<file path="config.mk">
export PLATFORM = sky130hd
export DESIGN_NAME = video_start_sequencer
export DESIGN_NICKNAME = d
export VERILOG_FILES = /design/src/rtl/video_seq_pkg.sv /design/src/rtl/video_seq_watchdog.sv /design/src/rtl/video_start_sequencer.sv
export SDC_FILE = /design/constraint.sdc
export NUM_CORES = 1
export LEC_CHECK = 0
export ABC_AREA = 1
export CAP_MARGIN = 5
export CORE_MARGIN = 10
export CORE_UTILIZATION = 58
export CTS_CLUSTER_DIAMETER = 100
export DETAILED_ROUTE_END_ITERATION = 7
export PLACE_DENSITY_LB_ADDON = 0.3
export SYNTH_ARGS = -nofsm -noshare
export SYNTH_HDL_FRONTEND = slang
export SYNTH_HIERARCHICAL = 1
export SYNTH_SLANG_ARGS = --single-unit
</file>
<file path="constraint.sdc">
create_clock -name clock -period 2.94 [get_ports clock]
set_clock_uncertainty 0.2 [all_clocks]
set_input_delay 0.441 -clock clock [delete_from_list [all_inputs] [get_ports clock]]
set_output_delay 0.441 -clock clock [all_outputs]
set_load 0.01 [all_outputs]
</file>
<file path="src/rtl/video_seq_pkg.sv">
// Shared types and widths for the video output start sequencer.
// State encoding, counter widths and a saturating increment helper.
package video_seq_pkg;

    typedef enum logic [1:0] {
        HOLD       = 2'd0,
        WAIT_FRAME = 2'd1,
        FILL       = 2'd2,
        RUN        = 2'd3
    } state_e;

    localparam int HOLD_CNT_W = 8;
    localparam int FILL_CNT_W = 4;
    localparam int WDT_CNT_W  = 24;
    localparam int RESYNC_W   = 8;

    function automatic logic [RESYNC_W-1:0] sat_inc(
        input logic [RESYNC_W-1:0] v
    );
        return (&v) ? v : v + RESYNC_W'(1);
    endfunction

endpackage

</file>
<file path="src/rtl/video_seq_watchdog.sv">
// Input frame-start watchdog for the output start sequencer.
// Counts enabled cycles since the last clear; flags expiry at WDT_CYCLES-1.
module video_seq_watchdog
    import video_seq_pkg::*;
#(
    parameter logic [WDT_CNT_W-1:0] WDT_CYCLES = 24'd2_000_000
) (
    input  logic clock,
    input  logic reset,
    input  logic clr_i,
    input  logic en_i,
    output logic expire_o
);

    localparam logic [WDT_CNT_W-1:0] WdtLast = WDT_CYCLES - WDT_CNT_W'(1);

    logic [WDT_CNT_W-1:0] cnt_q;
    logic [WDT_CNT_W-1:0] cnt_d;

    assign expire_o = en_i && (cnt_q == WdtLast);

    always_comb begin
        cnt_d = cnt_q;
        if (clr_i || expire_o) begin
            cnt_d = '0;
        end else if (en_i) begin
            cnt_d = cnt_q + WDT_CNT_W'(1);
        end
    end

    always_ff @(posedge clock or negedge reset) begin
        if (!reset) begin
            cnt_q <= '0;
        end else begin
            cnt_q <= cnt_d;
        end
    end

endmodule

</file>
<file path="src/rtl/video_start_sequencer.sv">
// Start sequencer for the RAM-to-video output stage (output pixel clock).
// Define VIDEO_SEQ_WATCHDOG_EN to add the input frame-start watchdog.
module video_start_sequencer
    import video_seq_pkg::*;
#(
    parameter int                   HOLD_CYCLES = 16,
    parameter int                   FILL_LINES  = 2,
    parameter logic [WDT_CNT_W-1:0] WDT_CYCLES  = 24'd2_000_000
) (
    input  logic                clock,
    input  logic                reset,
    input  logic                in_frame_start,
    input  logic                in_line_done,
    input  logic                req_line_doubler,
    input  logic                req_add_line,
    output logic                video_reset,
    output logic                starttrigger,
    output logic                line_doubler,
    output logic                add_line,
    output logic                running,
    output logic [RESYNC_W-1:0] resync_count
);

    localparam logic [HOLD_CNT_W-1:0] HoldLast  = HOLD_CNT_W'(HOLD_CYCLES - 1);
    localparam logic [FILL_CNT_W-1:0] FillLines = FILL_CNT_W'(FILL_LINES);

    if (HOLD_CYCLES < 1 || HOLD_CYCLES > 255) begin : g_bad_hold
        $error("HOLD_CYCLES must be 1..255");
    end
    if (FILL_LINES < 1 || FILL_LINES > 15) begin : g_bad_fill
        $error("FILL_LINES must be 1..15");
    end
    if (WDT_CYCLES == '0) begin : g_bad_wdt
        $error("WDT_CYCLES must be non-zero");
    end

    state_e                state_q;
    state_e                state_d;
    logic [HOLD_CNT_W-1:0] hold_cnt_q;
    logic [HOLD_CNT_W-1:0] hold_cnt_d;
    logic [FILL_CNT_W-1:0] fill_cnt_q;
    logic [FILL_CNT_W-1:0] fill_cnt_d;
    logic                  ld_q;
    logic                  ld_d;
    logic                  al_q;
    logic                  al_d;
    logic [RESYNC_W-1:0]   resync_q;
    logic [RESYNC_W-1:0]   resync_d;
    logic                  vrst_q;
    logic                  vrst_d;
    logic                  trig_q;
    logic                  trig_d;
    logic                  run_q;
    logic                  run_d;
    logic                  mode_chg;
    logic                  wdt_expire;

    assign mode_chg = (req_line_doubler != ld_q) || (req_add_line != al_q);

`ifdef VIDEO_SEQ_WATCHDOG_EN
    video_seq_watchdog #(
        .WDT_CYCLES (WDT_CYCLES)
    ) u_wdt (
        .clock    (clock),
        .reset    (reset),
        .clr_i    (in_frame_start),
        .en_i     (state_q == RUN),
        .expire_o (wdt_expire)
    );
`else
    assign wdt_expire = 1'b0;
`endif

    always_ff @(posedge clock or negedge reset) begin
        if (!reset) begin
            state_q    <= HOLD;
            hold_cnt_q <= '0;
            fill_cnt_q <= '0;
            ld_q       <= 1'b0;
            al_q       <= 1'b0;
            resync_q   <= '0;
            vrst_q     <= 1'b0;
            trig_q     <= 1'b0;
            run_q      <= 1'b0;
        end else begin
            state_q    <= state_d;
            hold_cnt_q <= hold_cnt_d;
            fill_cnt_q <= fill_cnt_d;
            ld_q       <= ld_d;
            al_q       <= al_d;
            resync_q   <= resync_d;
            vrst_q     <= vrst_d;
            trig_q     <= trig_d;
            run_q      <= run_d;
        end
    end

    // Mode change beats watchdog, which beats the input frame/line pulses.
    always_comb begin
        state_d    = state_q;
        hold_cnt_d = hold_cnt_q;
        fill_cnt_d = fill_cnt_q;
        ld_d       = ld_q;
        al_d       = al_q;
        resync_d   = resync_q;
        if (mode_chg) begin
            ld_d       = req_line_doubler;
            al_d       = req_add_line;
            state_d    = HOLD;
            hold_cnt_d = '0;
            if (state_q != HOLD) begin
                resync_d = sat_inc(resync_q);
            end
        end else if (wdt_expire) begin
            state_d    = HOLD;
            hold_cnt_d = '0;
            resync_d   = sat_inc(resync_q);
        end else begin
            unique case (state_q)
                HOLD: begin
                    if (hold_cnt_q == HoldLast) begin
                        state_d = WAIT_FRAME;
                    end else begin
                        hold_cnt_d = hold_cnt_q + HOLD_CNT_W'(1);
                    end
                end
                WAIT_FRAME: begin
                    if (in_frame_start) begin
                        fill_cnt_d = '0;
                        state_d    = FILL;
                    end
                end
                FILL: begin
                    if (in_frame_start) begin
                        fill_cnt_d = '0;
                    end else if (in_line_done) begin
                        fill_cnt_d = fill_cnt_q + FILL_CNT_W'(1);
                        if (fill_cnt_d == FillLines) begin
                            state_d = RUN;
                        end
                    end
                end
                RUN: begin
                    state_d = RUN;
                end
                default: begin
                    state_d = HOLD;
                end
            endcase
        end
    end

    always_comb begin
        vrst_d = (state_d != HOLD);
        trig_d = (state_d == RUN);
        run_d  = (state_d == RUN);
    end

    assign video_reset  = vrst_q;
    assign starttrigger = trig_q;
    assign line_doubler = ld_q;
    assign add_line     = al_q;
    assign running      = run_q;
    assign resync_count = resync_q;

endmodule
</file>
==> results.cfg, run 1 <==
[outcome]
status = finished clean

[cts]
cts_tree = yes
cts.clk_slew.worst_paths_ns = 0.15
clkLatencyLatePin_ns = 0.33
post_cts.repair.setup_buffers = 0
cts_buffers = 3
cts.sinks = 26
hold_buffers = 0
htreeDepth = 1
cts_resized = 0
cts_buffer_depth = 2
root_buffer = clkbuf_4

[sta]
final.setup.tns_ns = 0
setup_violations = 0
tightest_slew_ns = 0.3956
holdWs_ns = 0.2524
slew_headroom_pct = 73.53
fin_crit_sh_pct = 68.64
fin_crit_ns = 2.018
rsz0062_at_grt = false
slew_viol_final = 0
hold_viol = 0
fmax_mhz = 495.5

[die]
fp.dieW_um = 70.82
die_h_um = 70.82
io_pins = 19
rows = 18
start_util_pct = 60.45
coreArea_um2 = 2477
die-area_um2 = 5015

[synthesis]
synthSimpleGateAreaFrac_pct = 31.33
synthXorXnorAreaFrac_pct = 2.840
muxShareOfSynthArea_pct = 0
syn_area_per_cell_um2 = 7.966
syn-num-nets = 202
synthAdderAreaFrac_pct = 6.683
syn_area_um2 = 1498
ys_ff_latch = 26
synth_top_family_by_area = simple AND/OR/NAND/NOR gates
ys_seq_area_share_pct = 43.44
synth_cell_types = 29
yosysWarnings = 6
synthCells = 188
synth_compound_area_share_pct = 7.101

[finish]
syn_to_final_growth_pct = 15.62
drive_gt1_share_pct = 8.696
antenna_cells = 0
layout.nets = 222
post-route-util_pct = 69.90

[power]
p_leak_nw = 0.8378
power.density_nw_per_um2 = 361.9
vdd_drop_max_mv = 0.3276

[drt]
dr_total_vias = 1204
routed_wl_mm = 2.952
first_pass_iters = 4
via_per_inst = 5.080
ant_nets = 0
drc = 0
wl_per_cell_um = 12.46
first_iter_violations = 105

[worst_setup_path]
cp.required_ns = 2.30
slowest_stage = clkdlybuf4s50_1
cp-end-kind = output port
crit_path_cell_trace = clkdlybuf4s50_1
path_buf_inv = 1
cp_top_family = buffers and inverters
cp.arrival_ns = 1.38
worstSetupPathType = reg2out
max_stage_delay_ns = 0.57
cp_max_fo = 4
startpoint_type = flip-flop

[global_route]
grt_pass1_wl_mm = 5.478
antenna_found_initial = 0
overflow = 0
grt_pass1_vias = 1300
grt_max_degree = 27
grt_usage_pct = 12.72

[worst_hold_path]
min_path_type = in2async

[placed_design]
port_buffers = 18
gp_congestion = 0.8534
post-dp-hpwl_mm = 2.285

[job]
drv_cap = 0
==> cells by family after synthesis <==
kind of cell / Yosys count
AOI/OAI and AO/OA: 20
xor gates and xnor gates: 4
DFF: 26
adders and majority gates: 8
buffers and inverters: 31
and+or+nand+nor: 99
==> flip-flops by register name, indices dropped and copies added (netlist names) <==
signal,cells
add_line,1
resync_count,8
video_reset,1
state_q,2
running,1
hold_cnt_q,8
fill_cnt_q,4
line_doubler,1
==> routing by layer <==
metal  vias up  track usage [%]  share of wire (%)
li1        631                -                  -
met1       549            14.73                 45
met2        20            21.96                 50
met3         4            2.789                3.9
met4         0            5.376               0.95
met5         -                0                  0
==> where the power goes <==
part | switching [mW] | internal [mW]
combinational | 0.0324 | 0.0248
sequential | 0.0109 | 0.369
clock | 0.113 | 0.0758
total | 0.157 | 0.470
==> cell usage after synthesis <==
cell type  instances  area [µm²]
nand3b_1           1       7.510
buf_2              1       5.000
nor2_4             2       22.52
inv_1             25       93.84
xor2_1             1       8.760
xnor2_1            2       17.52
buf_4              1       7.510
o21ai_0           11       55.05
a211oi_1           1       7.510
buf_6              1       11.26
xor2_2             1       16.27
nand3_1           14       70.07
nor3_1             1       5.000
nand2_2            2       12.51
or2_2              1       6.260
inv_2              2       7.510
o21bai_1           1       7.510
clkbuf_1           1       3.750
nor2_1            17       63.81
nor2_2             1       6.260
nor3_4             2       32.53
dfrtp_1           26       650.6
nand4_1            4       25.02
ha_1               8       100.1
nand2_4            2       22.52
nand2_1           52       195.2
o21ai_1            1       5.000
a21oi_1            5       25.02
a31oi_1            1       6.260
==> placed cells by master (no fill, tap or decap), drive strengths merged <==
| cell | count |
|---|---|
| clkdlybuf4s50 | 18 |
| o21ai | 12 |
| a211oi | 1 |
| nor3 | 3 |
| xor2 | 2 |
| a31oi | 1 |
| dfrtp | 26 |
| clkbuf | 4 |
| or2 | 1 |
| inv | 27 |
| a21oi | 5 |
| nand4 | 4 |
| buf | 1 |
| nor2 | 20 |
| o21bai | 1 |
| ha | 8 |
| nand3 | 14 |
| nand2 | 56 |
| nand3b | 1 |
| xnor2 | 2 |
==> cell type report <==
| cell class | instances | area (µm²) |
|---|---|---|
| fill | 219 | 745.7 |
| multi-input combinational | 131 | 718.2 |
| sequential | 26 | 650.6 |
| timing repair buffer | 19 | 187.7 |
| inverter | 27 | 101.3 |
| tap | 30 | 37.54 |
| clock buffer | 4 | 36.28 |
==> worst paths after layout <==
check | cells past startpoint | slack [ns] | endpoint | startpoint
min reg2reg | 1 | 0.32 | hold_cnt_q[0] | hold_cnt_q[0]
max in group asynchronous | 2 | 2.03 | add_line | reset
max reg2reg | 7 | 1.15 | hold_cnt_q[5] | state_q[0]
min | 2 | 0.25 | hold_cnt_q[4] | reset
min in group clock | 1 | 0.32 | hold_cnt_q[0] | hold_cnt_q[0]
max | 1 | 0.92 | resync_count[0] | resync_count[0]
==> metrics by stage <==
stage	setup slack, ns	total power, mW	instance area, µm²	instances
2_1_floorplan	1.279	0.4187	1498	188
3_3_place_gp	0.9149	0.4405	1695	233
3_5_place_dp	0.8454	0.4464	1695	233
4_1_cts	0.9058	0.6319	1732	237
5_1_grt	0.8801	0.6517	1732	237
6_report	0.9219	0.6267	1732	237
Note: power is estimated with default switching activity, not from simulation.
==> run 2: changes to the inputs <==
--- a/config.mk
+++ b/config.mk
@@ -8,7 +8,7 @@
 export ABC_AREA = 1
 export CAP_MARGIN = 5
 export CORE_MARGIN = 10
-export CORE_UTILIZATION = 58
+export CORE_UTILIZATION = 54
 export CTS_CLUSTER_DIAMETER = 100
 export DETAILED_ROUTE_END_ITERATION = 7
 export PLACE_DENSITY_LB_ADDON = 0.3
==> constraint.sdc (replaced) <==
create_clock -name clock -period 2 [get_ports clock]
set_clock_uncertainty 0.2 [all_clocks]
set_input_delay 0.3 -clock clock [delete_from_list [all_inputs] [get_ports clock]]
set_output_delay 0.3 -clock clock [all_outputs]
set_load 0.01 [all_outputs]
==> results.cfg, run 2 (synthesis results as in run 1) <==
[worst_setup_path]
worstReg2RegStart = state_q[0]
cp_max_fo = 4
worstSetupPathType = reg2out
startpoint_type = flip-flop
cp-end-kind = output port
crit_path_cell_trace = clkdlybuf4s50_1
cp.required_ns = 1.50
setup.worst_path.start = resync_count[0]
path_buf_inv = 1
cp_top_family = buffers and inverters
slowest_stage = clkdlybuf4s50_1
max_stage_delay_ns = 0.58
cp.arrival_ns = 1.37

[global_route]
grt_usage_pct = 11.39
overflow = 0
antenna_found_initial = 0
grt_pass1_vias = 1171
grt_max_degree = 27
grt_pass1_wl_mm = 4.954

[worst_hold_path]
min_path_type = in2async

[die]
start_util_pct = 55.26
die_h_um = 72.67
coreArea_um2 = 2710
die-area_um2 = 5280
rows = 19
io_pins = 19
fp.dieW_um = 72.67

[power]
p_switching_mw = 0.2116
power.density_nw_per_um2 = 497.5
switching_share_pct = 24.53
combinationalPowerShare_pct = 9.8
intPower_mw = 0.6511
p_leak_nw = 0.8397
pwr-share-seq_pct = 64.8
vdd_drop_max_mv = 0.3529
clkPwrFrac_pct = 25.4

[drt]
via_per_inst = 5.159
dr_total_vias = 1233
first_pass_iters = 4
first_iter_violations = 53
wl_per_cell_um = 12.16
drc = 0
ant_nets = 0
routed_wl_mm = 2.907

[cts]
cts_buffers = 3
hold_buffers = 0
clkLatencyLatePin_ns = 0.31
cts_buffer_depth = 2
cts.clk_slew.worst_paths_ns = 0.13
cts_tree = yes
root_buffer = clkbuf_4
cts.sinks = 26
htreeDepth = 1

[finish]
final_cell_mix = nand2_1 (52), dfrtp_1 (26), inv_1 (25)
regArea_um2 = 650.6
final_common_cell = nand2_1
post-route-util_pct = 63.99
layout.nets = 224
fillers = 240
fin_area_um2 = 1734
syn_to_final_growth_pct = 15.79
antenna_cells = 0
multiInputGateArea_um2 = 718.2
fin_cells = 239
drive_gt1_share_pct = 9.135

[sta]
slew_headroom_pct = 76.02
hold_viol = 0
setup_violations = 0
fin_crit_sh_pct = 93.32
tightest_slew_ns = 0.3583
fmax_mhz = 535.8
final.setup.tns_ns = 0
final.setup.worst_slack_ns = 0.1336
rsz0062_at_grt = false
fin_crit_ns = 1.866
slew_viol_final = 0

[placed_design]
placed_cells = 235
placed_area_um2 = 1704
pre_cts_ws_ns = 0.01996
port_buffers = 18
post-dp-hpwl_mm = 2.264
gp_congestion = 0.8348

[job]
drv_cap = 0

[outcome]
status = finished clean
## run 2: cell types whose count changed in the layout (fill, tap and decap cells not counted), sizes merged
cell	before	now
buf	1	3
clkbuf	4	3
## run 2: worst paths after layout
check,end,slack (ns),cells after the start
setup / recovery,resync_count[0],0.13,1
hold / removal,hold_cnt_q[4],0.13,2
setup reg to reg,resync_count[0],0.18,7
hold reg to reg,hold_cnt_q[0],0.33,1
max in group asynchronous,resync_count[0],1.22,2
min in group clock,add_line,0.27,1
## run 2: final cells by class
type	count	area share (%)
clock buffer	3	1.299
timing repair buffer	21	11.69
sequential	26	37.52
multi-input combinational	131	41.41
tap	31	2.237
inverter	27	5.844
## run 2: timing repair
action | 4_1_cts | 5_1_grt
setup buffers | 0 | 1
setup endpoints to repair | 0 | 1
gates resized for setup | 0 | 0
## run 2: metrics by stage
step	power, mW	hold WS, ns
finish	0.8628	0.1324
global route	0.9116	0.1509
CTS	0.8754	0.1438
detailed placement	0.6569	0.3086
global placement	0.6515	0.2864
floorplan	0.6155	-0.1956
## run 2: routing by layer
layer | share of wire [%] | global-route usage (%) | vias up
met1 | 43 | 12.38 | 582
met2 | 50 | 19.27 | 17
met5 | 0 | 0 | -
li1 | - | - | 630
met3 | 5.7 | 3.946 | 4
met4 | 1.3 | 5.485 | 0
## run 2: power by group through the flow
stage,Clock [mW],Sequential [mW],Combinational [mW]
CTS,0.228,0.560,0.0872
global route,0.252,0.562,0.0978
finish,0.219,0.559,0.0844
global placement,0,0.568,0.0832
floorplan,0,0.567,0.0484
detailed placement,0,0.570,0.0866
==> run 3: changes to the inputs <==
--- a/config.mk
+++ b/config.mk
@@ -7,10 +7,12 @@
 export LEC_CHECK = 0
 export ABC_AREA = 1
 export CAP_MARGIN = 5
+export CORE_ASPECT_RATIO = 1.75
 export CORE_MARGIN = 10
 export CORE_UTILIZATION = 54
 export CTS_CLUSTER_DIAMETER = 100
 export DETAILED_ROUTE_END_ITERATION = 7
+export MAX_ROUTING_LAYER = met4
 export PLACE_DENSITY_LB_ADDON = 0.3
 export SYNTH_ARGS = -nofsm -noshare
 export SYNTH_HDL_FRONTEND = slang
==> results.cfg, run 3 (synthesis results as in run 1) <==
[placed_design]
post-dp-hpwl_mm = 2.418
port_buffers = 18
gp_congestion = 0.8393

[global_route]
grt_max_degree = 27
antenna_found_initial = 0
grt_usage_pct = 13.44
grt_pass1_vias = 1382
overflow = 0
grt_pass1_wl_mm = 5.547

[worst_hold_path]
min_path_type = in2async

[power]
power.density_nw_per_um2 = 566.1
vdd_drop_max_mv = 0.3733
p_leak_nw = 0.8511
power.total_mw = 0.9930

[sta]
rsz0062_at_grt = false
setup_violations = 0
tightest_slew_ns = 0.3706
hold_viol = 0
fin_crit_sh_pct = 91.08
fin_crit_ns = 1.822
fmax_mhz = 549.0
holdWs_ns = 0.1811
slew_headroom_pct = 75.20
final.setup.tns_ns = 0
slew_viol_final = 0

[finish]
final_cell_mix = nand2_1 (52), dfrtp_1 (26), inv_1 (25)
drive_gt1_share_pct = 9.135
final_common_cell = nand2_1
post-route-util_pct = 65.21
layout.nets = 223
syn_to_final_growth_pct = 17.13
antenna_cells = 0

[cts]
cts_buffer_depth = 2
cts_tree = yes
root_buffer = clkbuf_8
cts.clk_slew.worst_paths_ns = 0.09
hold_buffers = 0
cts.sinks = 26
cts_buffers = 3
clkLatencyLatePin_ns = 0.28
post_cts.repair.setup_buffers = 0
htreeDepth = 1
cts_resized = 0

[worst_setup_path]
worstSetupPathType = reg2reg
cp.arrival_ns = 1.79
cp-end-kind = flip-flop
startpoint_type = flip-flop
r2r_cells = 8
cp_max_fo = 14
cp.required_ns = 1.97

[outcome]
status = finished clean

[drt]
via_per_inst = 5.383
dr_total_vias = 1265
drc = 0
first_iter_violations = 33
ant_nets = 0
first_pass_iters = 4
wl_per_cell_um = 13.00
routed_wl_mm = 3.055

[die]
coreArea_um2 = 2690
start_util_pct = 55.67
die_h_um = 89.67
fp.dieW_um = 59.81
io_pins = 19
die-area_um2 = 5363
rows = 25

[job]
drv_cap = 0
## run 3: cell types whose count changed in the layout (fill, tap and decap cells not counted)
cell | previous run | this run
buf_4 | 3 | 2
clkbuf_8 | 0 | 4
clkbuf_4 | 3 | 0
## run 3: layer usage
metal | track usage (%) | vias to the layer above | routed length, µm
met4 | 7.992 | 0 | 92
li1 | - | 632 | -
met5 | - | - | 0
met1 | 12.34 | 609 | 1187
met2 | 24.72 | 15 | 1713
met3 | 2.113 | 9 | 62
## run 3: metrics by stage
stage / area [µm²] / worst slack [ns] / std cells
after global placement: 1699 / 0.1072 / 231
after CTS: 1754 / 0.1670 / 235
after floorplan: 1498 / 0.3386 / 188
after global routing: 1754 / 0.01537 / 235
after detailed placement: 1699 / 0.01967 / 231
final: 1754 / 0.1784 / 235
## run 3: worst max-delay path: stages, from the launching register on
cell	delay (ns)
dfrtp_1	0.39
inv_1	0.11
ha_1	0.23
inv_1	0.16
nand2_4	0.07
nor2_4	0.27
nand3_1	0.14
nand2_1	0.08
nand2_1	0.05
## run 3: final cells by class
cell class              instances  area (µm²)
flip-flops and latches         26       650.6
inverters                      27       101.3
well taps                      27       33.78
clock buffers                   4       55.05
repair buffers                 20       195.2
fillers                       244       935.9
multi-input cells             131       718.2
## run 3: path summary, 6_finish.rpt
check                                   to  slack, ns             start
max                        resync_count[7]       0.18        state_q[0]
min                               add_line       0.18             reset
max reg2reg                resync_count[7]       0.18        state_q[0]
min reg2reg                  fill_cnt_q[3]       0.33     fill_cnt_q[3]
max in group asynchronous  resync_count[4]       1.17             reset
min in group clock            line_doubler       0.31  req_line_doubler
## run 3: report_power, final
part,switching [mW],internal (mW),leakage (nW)
Clock,0.170,0.176,0.0288
Combinational,0.0494,0.0367,0.476
Sequential,0.0178,0.542,0.346
Total,0.237,0.756,0.851
